## config.mk

```make
export PLATFORM = sky130hd
export DESIGN_NAME = mmio_fifo_bank
export DESIGN_NICKNAME = d
export VERILOG_FILES = /design/src/rtl/mmio_fifo_pkg.sv /design/src/rtl/mmio_fifo_ch.sv /design/src/rtl/mmio_fifo_bank.sv
export SDC_FILE = /design/constraint.sdc
export NUM_CORES = 2
export LEC_CHECK = 0
export CORE_UTILIZATION = 52
export DETAILED_ROUTE_END_ITERATION = 8
export PLACE_DENSITY = 0.66
export SYNTH_ARGS = -nofsm -noshare
export SYNTH_HDL_FRONTEND = slang
export SYNTH_SLANG_ARGS = --single-unit
export TNS_END_PERCENT = 30
```

## constraint.sdc

```tcl
create_clock -name clk -period 18.45 [get_ports clk]
set_clock_uncertainty 0.05 [all_clocks]
set_input_delay 2.7675 -clock clk [delete_from_list [all_inputs] [get_ports clk]]
set_output_delay 2.7675 -clock clk [all_outputs]
set_load 0.01 [all_outputs]
```

## src/rtl/mmio_fifo_pkg.sv

```systemverilog
// Shared register map, STATUS/CTRL bit positions and address decode for the
// MMIO FIFO bank.
package mmio_fifo_pkg;

  // Register offsets inside one channel's window, and the window stride
  localparam int unsigned DATA_OFS   = 0;
  localparam int unsigned STATUS_OFS = 2;
  localparam int unsigned CH_STRIDE  = 4;

  // STATUS register layout; count lives in bits [COUNT_W-1:0]
  localparam int unsigned COUNT_W    = 11;
  localparam int unsigned EMPTY_BIT  = 32;
  localparam int unsigned FULL_BIT   = 33;
  localparam int unsigned OVF_BIT    = 34;
  localparam int unsigned UDF_BIT    = 35;

  // CTRL register fields
  localparam int unsigned FLUSH_LSB  = 0;
  localparam int unsigned CLR_LSB    = 16;

  localparam int unsigned TID_W      = 9;
  localparam int unsigned CH_IDX_W   = 3;

  typedef enum logic [1:0] {
    REG_MISS,
    REG_DATA,
    REG_STATUS,
    REG_CTRL
  } reg_kind_e;

  typedef struct packed {
    reg_kind_e             kind;
    logic [CH_IDX_W-1:0]   ch;
  } reg_hit_t;

  // Classify an MMIO address relative to the bank base. ctrl_ofs is the
  // offset of CTRL, i.e. the first address past the last channel window.
  function automatic reg_hit_t decode_addr(input logic [15:0] addr,
                                           input logic [15:0] base,
                                           input logic [15:0] ctrl_ofs);
    reg_hit_t    hit;
    logic [15:0] off;
    hit.kind = REG_MISS;
    hit.ch   = '0;
    off      = addr - base;
    if (addr >= base) begin
      if (off == ctrl_ofs) begin
        hit.kind = REG_CTRL;
      end else if (off < ctrl_ofs) begin
        hit.ch = off[4:2];
        if (off[1:0] == 2'(DATA_OFS))        hit.kind = REG_DATA;
        else if (off[1:0] == 2'(STATUS_OFS)) hit.kind = REG_STATUS;
      end
    end
    return hit;
  endfunction

endpackage

```

## src/rtl/mmio_fifo_ch.sv

```systemverilog
// One circular FIFO channel: push/pop/flush with a separately tracked count
// and sticky overflow/underflow flags.
module mmio_fifo_ch #(
  parameter  int unsigned DATA_W = 64,
  parameter  int unsigned DEPTH  = 16,
  localparam int unsigned AW     = $clog2(DEPTH),
  localparam int unsigned CNT_W  = AW + 1
) (
  input  logic              clk,
  input  logic              rst,
  input  logic              i_push,
  input  logic              i_pop,
  input  logic              i_flush,
  input  logic              i_clr,
  input  logic [DATA_W-1:0] i_push_data,
  output logic [DATA_W-1:0] o_head,
  output logic [CNT_W-1:0]  o_count,
  output logic              o_full,
  output logic              o_empty,
  output logic              o_ovf,
  output logic              o_udf,
  output logic              o_not_empty
);

  logic [DATA_W-1:0] r_mem [DEPTH];
  logic [AW-1:0]     r_head;
  logic [AW-1:0]     r_tail;
  logic [CNT_W-1:0]  r_count;
  logic              r_ovf;
  logic              r_udf;
  logic              r_not_empty;

  logic [CNT_W-1:0]  w_count_nxt;
  logic              w_full;
  logic              w_empty;
  logic              w_do_push;
  logic              w_do_pop;
  logic              w_ovf_set;
  logic              w_udf_set;

  assign w_empty   = (r_count == '0);
  assign w_full    = (r_count == CNT_W'(DEPTH));
  // Flush overrides both strobes. A pop frees a slot in the same cycle, so a
  // push to a full FIFO still lands when paired with a successful pop.
  assign w_do_pop  = i_pop  & ~i_flush & ~w_empty;
  assign w_do_push = i_push & ~i_flush & (~w_full | w_do_pop);
  assign w_ovf_set = i_push & ~i_flush & w_full & ~w_do_pop;
  assign w_udf_set = i_pop  & ~i_flush & w_empty;

  // Next occupancy from the accepted push/pop pair
  always_comb begin
    // NOTE: default first so every path assigns w_count_nxt; otherwise a latch is inferred.
    w_count_nxt = r_count;
    if (i_flush)                      w_count_nxt = '0;
    else if (w_do_push && !w_do_pop)  w_count_nxt = r_count + CNT_W'(1);
    else if (w_do_pop  && !w_do_push) w_count_nxt = r_count - CNT_W'(1);
  end

  // Pointers, count and sticky flags
  always_ff @(posedge clk or posedge rst) begin
    // NOTE: state registers use <= so every flop samples pre-edge values regardless of statement order.
    if (rst) begin
      r_head      <= '0;
      r_tail      <= '0;
      r_count     <= '0;
      r_ovf       <= 1'b0;
      r_udf       <= 1'b0;
      r_not_empty <= 1'b0;
    end else begin
      r_count     <= w_count_nxt;
      r_not_empty <= (w_count_nxt != '0);
      if (i_flush) begin
        r_head <= '0;
        r_tail <= '0;
      end else begin
        if (w_do_push) r_tail <= r_tail + AW'(1);
        if (w_do_pop)  r_head <= r_head + AW'(1);
      end
      // A new event beats a clear in the same cycle
      if (w_ovf_set)  r_ovf <= 1'b1;
      else if (i_clr) r_ovf <= 1'b0;
      if (w_udf_set)  r_udf <= 1'b1;
      else if (i_clr) r_udf <= 1'b0;
    end
  end

  // Entry storage
  always_ff @(posedge clk) begin
    // NOTE: storage has no reset; validity is carried entirely by count and pointers.
    if (w_do_push) r_mem[r_tail] <= i_push_data;
  end

  assign o_head      = r_mem[r_head];
  assign o_count     = r_count;
  assign o_full      = w_full;
  assign o_empty     = w_empty;
  assign o_ovf       = r_ovf;
  assign o_udf       = r_udf;
  assign o_not_empty = r_not_empty;

endmodule

```

## src/rtl/mmio_fifo_bank.sv

```systemverilog
// MMIO-mapped bank of NUM_CH FIFOs: address decode, per-channel strobes and
// a registered read-response mux with TID echo.
module mmio_fifo_bank
  import mmio_fifo_pkg::*;
#(
  parameter int unsigned NUM_CH    = 4,
  parameter int unsigned DATA_W    = 64,
  parameter int unsigned DEPTH     = 16,
  parameter logic [15:0] BASE_ADDR = 16'h0020
) (
  input  logic              clk,
  input  logic              rst,
  input  logic              wr_valid,
  input  logic [15:0]       wr_addr,
  input  logic [63:0]       wr_data,
  input  logic              rd_valid,
  input  logic [15:0]       rd_addr,
  input  logic [TID_W-1:0]  rd_tid,
  output logic              rsp_valid,
  output logic [TID_W-1:0]  rsp_tid,
  output logic [63:0]       rsp_data,
  output logic [NUM_CH-1:0] not_empty
);

  localparam int unsigned  CNT_W    = $clog2(DEPTH) + 1;
  localparam logic [15:0]  CTRL_OFS = 16'(NUM_CH * CH_STRIDE);

  reg_hit_t          w_wr_hit;
  reg_hit_t          w_rd_hit;
  logic              w_rd_hit_v;
  logic              w_ctrl_wr;
  logic [NUM_CH-1:0] w_push;
  logic [NUM_CH-1:0] w_pop;
  logic [NUM_CH-1:0] w_flush;
  logic [NUM_CH-1:0] w_clr;
  logic [NUM_CH-1:0] w_full;
  logic [NUM_CH-1:0] w_empty;
  logic [NUM_CH-1:0] w_ovf;
  logic [NUM_CH-1:0] w_udf;
  logic [NUM_CH-1:0] w_not_empty;
  logic [DATA_W-1:0] w_head  [NUM_CH];
  logic [CNT_W-1:0]  w_count [NUM_CH];
  logic [63:0]       w_rsp_data;

  logic              r_rsp_valid;
  logic [TID_W-1:0]  r_rsp_tid;
  logic [63:0]       r_rsp_data;

  assign w_wr_hit   = decode_addr(wr_addr, BASE_ADDR, CTRL_OFS);
  assign w_rd_hit   = decode_addr(rd_addr, BASE_ADDR, CTRL_OFS);
  assign w_rd_hit_v = rd_valid & (w_rd_hit.kind != REG_MISS);
  assign w_ctrl_wr  = wr_valid & (w_wr_hit.kind == REG_CTRL);
  assign w_flush    = w_ctrl_wr ? wr_data[FLUSH_LSB +: NUM_CH] : '0;
  assign w_clr      = w_ctrl_wr ? wr_data[CLR_LSB   +: NUM_CH] : '0;

  // Per-channel push/pop strobes from the decoded DATA accesses
  always_comb begin
    w_push = '0;
    w_pop  = '0;
    for (int c = 0; c < NUM_CH; c++) begin
      w_push[c] = wr_valid & (w_wr_hit.kind == REG_DATA) & (w_wr_hit.ch == CH_IDX_W'(c));
      w_pop[c]  = rd_valid & (w_rd_hit.kind == REG_DATA) & (w_rd_hit.ch == CH_IDX_W'(c));
    end
  end

  for (genvar g = 0; g < NUM_CH; g++) begin : g_ch
    mmio_fifo_ch #(
      .DATA_W (DATA_W),
      .DEPTH  (DEPTH)
    ) u_ch (
      .clk         (clk),
      .rst         (rst),
      .i_push      (w_push[g]),
      .i_pop       (w_pop[g]),
      .i_flush     (w_flush[g]),
      .i_clr       (w_clr[g]),
      .i_push_data (wr_data[DATA_W-1:0]),
      .o_head      (w_head[g]),
      .o_count     (w_count[g]),
      .o_full      (w_full[g]),
      .o_empty     (w_empty[g]),
      .o_ovf       (w_ovf[g]),
      .o_udf       (w_udf[g]),
      .o_not_empty (w_not_empty[g])
    );
  end

  // Read data selection; empty or flushed pops and CTRL reads return zero
  always_comb begin
    w_rsp_data = '0;
    for (int c = 0; c < NUM_CH; c++) begin
      if (w_rd_hit.ch == CH_IDX_W'(c)) begin
        if (w_rd_hit.kind == REG_DATA) begin
          if (!w_flush[c] && !w_empty[c]) w_rsp_data[DATA_W-1:0] = w_head[c];
        end else if (w_rd_hit.kind == REG_STATUS) begin
          w_rsp_data[CNT_W-1:0] = w_count[c];
          w_rsp_data[EMPTY_BIT] = w_empty[c];
          w_rsp_data[FULL_BIT]  = w_full[c];
          w_rsp_data[OVF_BIT]   = w_ovf[c];
          w_rsp_data[UDF_BIT]   = w_udf[c];
        end
      end
    end
  end

  // Registered response: valid only for hits, payload held between hits
  always_ff @(posedge clk or posedge rst) begin
    if (rst) begin
      r_rsp_valid <= 1'b0;
      r_rsp_tid   <= '0;
      r_rsp_data  <= '0;
    end else begin
      r_rsp_valid <= w_rd_hit_v;
      if (w_rd_hit_v) begin
        r_rsp_tid  <= rd_tid;
        r_rsp_data <= w_rsp_data;
      end
    end
  end

  assign rsp_valid = r_rsp_valid;
  assign rsp_tid   = r_rsp_tid;
  assign rsp_data  = r_rsp_data;
  assign not_empty = w_not_empty;

endmodule

```

### After elaboration in Yosys (flattened, before gate mapping)

Memory sizes are Yosys's and may differ from the RTL's.
Index checks and enable logic that the tools add are counted.
Widths: inputs -> output; s select.

* output and inout bits: 78
* memories: 4
* bits in registers: 138
* logic and storage cells: 282
* memory bits (writable): 4096

Memories
* g_ch[0].u_ch.r_mem: words 16, width 64, rd ports 1, clocked after Yosys merged registers in 0, write ports 1, line mmio_fifo_ch.sv:25 `logic [DATA_W-1:0] r_mem [DEPTH];`
* g_ch[1].u_ch.r_mem: words 16, width 64, rd ports 1, clocked after Yosys merged registers in 0, write ports 1, line mmio_fifo_ch.sv:25
* g_ch[2].u_ch.r_mem: words 16, width 64, rd ports 1, clocked after Yosys merged registers in 0, write ports 1, line mmio_fifo_ch.sv:25
* g_ch[3].u_ch.r_mem: words 16, width 64, rd ports 1, clocked after Yosys merged registers in 0, write ports 1, line mmio_fifo_ch.sv:25

* equal/unequal tests: 18
* bitwise logic cells: 60
* reduce and logical (&&, ||, !) cells: 57
* order comparisons: 4
* multiplexer cells: 94
* add/subtract/negate cells: 18

Operators by type and width (count)
* $mux 64: 8
* $mux 5: 24
* $mux 28: 4
* $mux 27: 4
* $mux 4: 26
* $and 1x1->1: 40
* $reduce_bool 2->1: 17
* $add 4x1->4 const B: 8
* $eq 16x5->1 const B: 2
* $ge 16x6->1 const B: 2
* $lt 16x5->1 const B: 2
* $sub 16x6->16 const B: 2
* $add 5x1->5 const B: 4
* $eq 5x5->1 const B: 4
* $logic_not 5->1: 4
* $mux 1: 20
* $reduce_bool 5->1: 4
* $sub 5x1->5 const B: 4
* $logic_not 1->1: 16
* $not 1->1: 16
* $eq 3x2->1 const B: 4
* $logic_and 1x1->1: 12
* $mux 2: 6
* $eq 2x2->1 const B: 4
* 6 further kinds: 14

### Longest topological paths before layout

* word-level depth: 24
* mapped depth: 14

### Cells and area by module

From an unflattened synthesis, not the netlist that was laid out.

* cells, all modules: 6807
* area total of the unflattened synthesis: 162699.8 µm²

Modules (own cells, without submodules)
* mmio_fifo_ch at g_ch[2].u_ch ...: area each 39387.8 µm², cells an instance 1548, times used 2
* mmio_fifo_ch at g_ch[0].u_ch ...: area each 39298.9 µm², cells an instance 1528, times used 2
* mmio_fifo_bank: area each 5326.4 µm², cells an instance 655, times used 1

### Least setup slack after synthesis

OpenSTA, ideal clock, no wires.

* path kind: in2reg
* start: input port wr_addr[7]
* end: memory g_ch[1].u_ch.r_mem[0][0], enable pin
* setup slack: 7.037 ns
* setup time: 0.645 ns
* arrival time: 10.718 ns
* stages on the path: 7
* required time: 17.755 ns
* cells stage by stage: buf_6 -> or4_4 -> o21ai_2 -> nand4_1 -> nor3_1 -> o21ai_1 -> nor4_1

* word-level cells in the longest chain between the ends: 15
* elaborated cells on any way between the ends: 23
* classes of those cells: add/sub (1); order compare (2); eq/ne (4); mux (7); bitwise (9)

Ends and longest elaborated chain
* from (decl): line mmio_fifo_bank.sv:14 `input logic [15:0] wr_addr,`
* $sub 16x6->16: line mmio_fifo_pkg.sv:45 `off = addr - base;`
* $lt 16x5->1: line mmio_fifo_pkg.sv:49 `end else if (off < ctrl_ofs) begin`
* $mux 5: line mmio_fifo_pkg.sv:49
* $mux 2: line mmio_fifo_pkg.sv:47 `if (off == ctrl_ofs) begin`
* $mux 5 *: line mmio_fifo_pkg.sv:46 `if (addr >= base) begin`
* $eq 2x2->1: line mmio_fifo_bank.sv:52 `assign w_ctrl_wr = wr_valid & (w_wr_hit.kind == REG_CTRL);`
* $and 1x1->1: line mmio_fifo_bank.sv:52
* $mux 4: line mmio_fifo_bank.sv:53 `assign w_flush = w_ctrl_wr ? wr_data[FLUSH_LSB +: NUM_CH] : '0;`
* $not 1->1: line mmio_fifo_ch.sv:45, mmio_fifo_ch.sv:46
* $and 1x1->1 (2 in series): line mmio_fifo_ch.sv:45 `assign w_do_pop = i_pop & ~i_flush & ~w_empty;`
* $or 1x1->1: line mmio_fifo_ch.sv:46 `assign w_do_push = i_push & ~i_flush & (~w_full | w_do_pop);`
* $and 1x1->1 *: line mmio_fifo_ch.sv:46
* $mux 1 *: line mmio_fifo_ch.sv:90 `if (w_do_push) r_mem[r_tail] <= i_push_data;`
* $mux 1 (implied by the code) *: line mmio_fifo_ch.sv:90
* to (decl): line mmio_fifo_ch.sv:25

Mark *: on every way between the ends. The rest lies on a longest branch, timed or not.

### Worst setup path after layout

* start: input port rd_addr[5]
* end: memory g_ch[1].u_ch.r_mem[12][15], enable pin

* word-level cells in the longest chain between the ends: 14
* elaborated cells on any way between the ends: 18
* classes of those cells: add/sub (1); order compare (2); eq/ne (3); mux (6); bitwise (6)

Ends and longest elaborated chain
* from (decl): line mmio_fifo_bank.sv:17 `input logic [15:0] rd_addr,`
* $sub 16x6->16: line mmio_fifo_pkg.sv:45
* $lt 16x5->1: line mmio_fifo_pkg.sv:49
* $mux 5: line mmio_fifo_pkg.sv:49
* $mux 2: line mmio_fifo_pkg.sv:47
* $mux 5 *: line mmio_fifo_pkg.sv:46
* $eq 2x1->1: line mmio_fifo_bank.sv:62 `w_pop[c] = rd_valid & (w_rd_hit.kind == REG_DATA) & (w_rd_hit.ch == CH_IDX_W'(c));`
* $and 1x1->1: line mmio_fifo_bank.sv:62
* $and 1x1->1 *: line mmio_fifo_bank.sv:62
* $and 1x1->1 * (2 in series): line mmio_fifo_ch.sv:45
* $or 1x1->1 *: line mmio_fifo_ch.sv:46
* $and 1x1->1 *: line mmio_fifo_ch.sv:46
* $mux 1 *: line mmio_fifo_ch.sv:90
* $mux 1 (implied by the code) *: line mmio_fifo_ch.sv:90

Marks and branches as above.

==> impl_metrics.yaml <==
yosys:
  synth_async_sr_flop_share_pct: 3.26
  synth_edf_count: 4096
  syn_inst: 7764
  synth-seq-area-share_pct: 77.0
  ys.flop_type: "edfxtp_1"
  yosys_warnings: 0
  syn-cell-area_um2: 164000
  synth-seq-cells: 4234
  syn_avg_cell_area_um2: 21.2
  synth_nets: 7903
  yosysUniqueCellTypes: 84
timing:
  hold_violations: 0
  grt_setup_unrepaired: "no"
  final-setup-viol-count: 0
  layout_setup_ws_ns: 10.54
  tightestPinTransition_ns: 1.43
  tns_ns: 0
  relSlewSlack_pct: 4.51
  timing.fmax_mhz: 126
  fin_crit_ns: 7.91
  slew_viol_final: 0
  finalCritPeriodShare_pct: 42.9
global_routing:
  grt_overflow: 0
  grt_pass1_vias: 82500
  grt_pass1_wl_mm: 644
  grt_max_degree: 134
  antenna_found_initial: 49
  track_usage_pct: 29.1
finish:
  nFillCells: 22100
  nets: 8269
  multi_input_area_um2: 36300
  regArea_um2: 127000
  syn_to_final_growth_pct: 12.8
  drive_gt1_share_pct: 23.4
hold_path:
  holdPathStages: 2
  min-delay-path-class: "register to register"
setup_path:
  max_stage_delay_ns: 0.92
  worstSetupStartpointType: "input pin"
  critPathTopFamily: "buffers and inverters"
  slowest_stage: "nor2_4"
  reg2regPathDepth: 10
  crit_top_cell: "buf_4"
  crit_path_max_fanout: 34
  cp_num_buf_inv: 5
  crit_cells: 13
  crit_type: "input pin to register"
  critPathRequiredTime_ns: 18.97
  worstPathCellList: "clkdlybuf4s50_1 > inv_1 > ha_1 > xnor2_1 > nand4_1 > a2111oi_0 > o21ai_0 > buf_4 > a21oi_1 > buf_4 > nand3_1 > nor2_4 > buf_4"
  end_kind: "register"
  cp.arrival_ns: 8.42
route:
  num_vias: 83700
  routed_wirelength_mm: 461
  firstDrtPassIters: 6
  wire_per_inst_um: 36.5
  drt_iter0_drc: 12500
  detail-route-antenna-nets: 0
  vias_per_cell: 6.62
  drc: 0
run:
  maxCapViolCount: 0
clock_tree:
  cts_made_buffers: 425
  insertion_delay_ns: 0.98
  cts_tree: "yes"
  clk_pin_slew_ns: 0.06
  cts_root_buf: "clkbuf_16"
  clock_path_buffers: 4
  post_cts_buffers: 0
  clock_sinks: 4234
  cts.repair.resized: 0
  cts_hold_buf: 0
  htreeDepth: 5
placed_design:
  dp_hpwl_mm: 270
  pre_cts_slack_ns: 9.54
  io_buffers: 186
  gp_congestion: 0.944
floorplanning:
  start_util_pct: 52.5
  die_area_um2: 318000
  row_count: 205
  ios: 187
  die_y_um: 564
  die_w_um: 564
  core_um2: 313000
power_and_ir_drop:
  ir_drop_mv: 0.0909
  p_leak_nw: 56.1
  power-per-cell-area_nw_per_um2: 105
outcome:
  status: "complete, no violations"
## Yosys cell counts, types with 25 or more instances
library cell | count | area share [%]
dfrtp_1 | 138 | 2.1
a221oi_1 | 116 | 0.62
mux4_2 | 957 | 13
nor2_1 | 108 | 0.25
o21ai_0 | 168 | 0.51
buf_1 | 96 | 0.22
clkbuf_1 | 273 | 0.62
a211oi_1 | 25 | 0.11
edfxtp_1 | 4096 | 75
a22oi_1 | 78 | 0.36
o221ai_1 | 83 | 0.44
a31oi_1 | 34 | 0.13
nand3_1 | 124 | 0.38
ha_1 | 30 | 0.23
mux2i_1 | 414 | 2.5
mux2_2 | 31 | 0.21
buf_2 | 57 | 0.17
a21oi_1 | 130 | 0.40
nor3_1 | 29 | 0.088
and2_1 | 46 | 0.18
nand2_1 | 367 | 0.84
o22ai_1 | 44 | 0.17
inv_1 | 40 | 0.091
## through the flow
stage | hold WS (ns) | utilization, % | cell area (um^2) | cells | power (mW)
6_report | 0.416 | 59.2 | 185000 | 12700 | 19.5
5_1_grt | 0.445 | 59.2 | 185000 | 12600 | 19.9
4_1_cts | 0.418 | 59.2 | 185000 | 12600 | 19.6
3_5_place_dp | 0.405 | 54.7 | 171000 | 11800 | 11.0
3_3_place_gp | 0.399 | 54.7 | 171000 | 11800 | 11.0
2_1_floorplan | 0.397 | - | 164000 | 7764 | 10.8
## cell families (layout without fill, tap and decap cells)
logic type,Yosys count,in the layout,synth area share [%]
adders and majority gates,30,30,0.229
buffers and inverters,472,1201,1.14
AOI/OAI and AO/OA,769,769,3.21
DFF,4234,4234,77.0
other,0,18,0
muxes,1402,1402,15.9
xor gates and xnor gates,29,29,0.155
and+or+nand+nor,828,828,2.42
## cell usage in the layout, fill, tap and decap left out, drive strengths merged, types with 46 or more instances in the layout
cell           synthesis  final
o21ai                171    171
edfxtp              4096   4096
nand2                367    367
a221oi               116    116
clkdlybuf4s50          0    122
buf                  158    248
nand3                124    124
a22oi                 78     78
and2                  46     46
a21oi                130    130
dfrtp                138    138
nor2                 109    109
mux2i                414    414
clkbuf               273    534
clkinv                 0    180
mux4                 957    957
o221ai                83     83
inv                   41     56
## worst register-to-register path, stage by stage (launching register included)
cell and delay [ns]:
dfrtp_4 0.74, buf_12 0.69, buf_4 0.97, buf_4 0.90
mux4_2 0.70, a22oi_1 0.19, nand2_1 0.36, nand2_1 0.31
nand3_1 0.35, a22oi_1 0.27, o21ai_0 0.12
## cell type report
| type | instances | share of cell area, % |
|---|---|---|
| Clock buffer | 534 | 6.10 |
| Antenna cell | 18 | 0.0243 |
| Multi-Input combinational cell | 3058 | 19.6 |
| Inverter | 41 | 0.0884 |
| Timing Repair Buffer | 370 | 1.68 |
| Clock inverter | 256 | 1.48 |
| Sequential cell | 4234 | 68.3 |
| Tap cell | 4140 | 2.79 |
## worst paths after layout
path                                             start                          to  slack [ns]
worst max-delay path                        rd_addr[5]  g_ch[1].u_ch.r_mem[12][15]       10.54
worst min-delay path                        rsp_tid[5]                  rsp_tid[5]        0.42
worst max register to register  g_ch[1].u_ch.r_head[0]                rsp_data[25]       12.64
worst min register to register              rsp_tid[5]                  rsp_tid[5]        0.42
max in group asynchronous                          rst      g_ch[2].u_ch.r_head[1]       14.91
min in group asynchronous                          rst                rsp_data[40]        2.19
## state kept, by name (all words and copies together), names as in the netlist
| name | count |
|---|---|
| g_ch.u_ch.o_not_empty | 4 |
| g_ch.u_ch.r_head | 16 |
| g_ch.u_ch.o_udf | 4 |
| g_ch.u_ch.r_tail | 16 |
| rsp_valid | 1 |
| rsp_tid | 9 |
| g_ch.u_ch.r_mem | 4096 |
| rsp_data | 64 |
| g_ch.u_ch.o_ovf | 4 |
| g_ch.u_ch.o_count | 20 |
## report_power, final
| part | internal (mW) | total (mW) | switching [mW] |
|---|---|---|---|
| clock network | 4.98 | 8.67 | 3.69 |
| registers | 10.5 | 10.5 | 0.00235 |
| logic | 0.0307 | 0.262 | 0.231 |
## per-layer routing
layer	global-route usage (%)	vias to the layer above	share of wire, %
li1	-	33400	-
met1	40.4	44700	38
met2	45.6	4796	47
met3	5.73	840	10
met4	12.5	12	4.9
met5	0	-	0.020
Power figures use the tool's default switching activity.
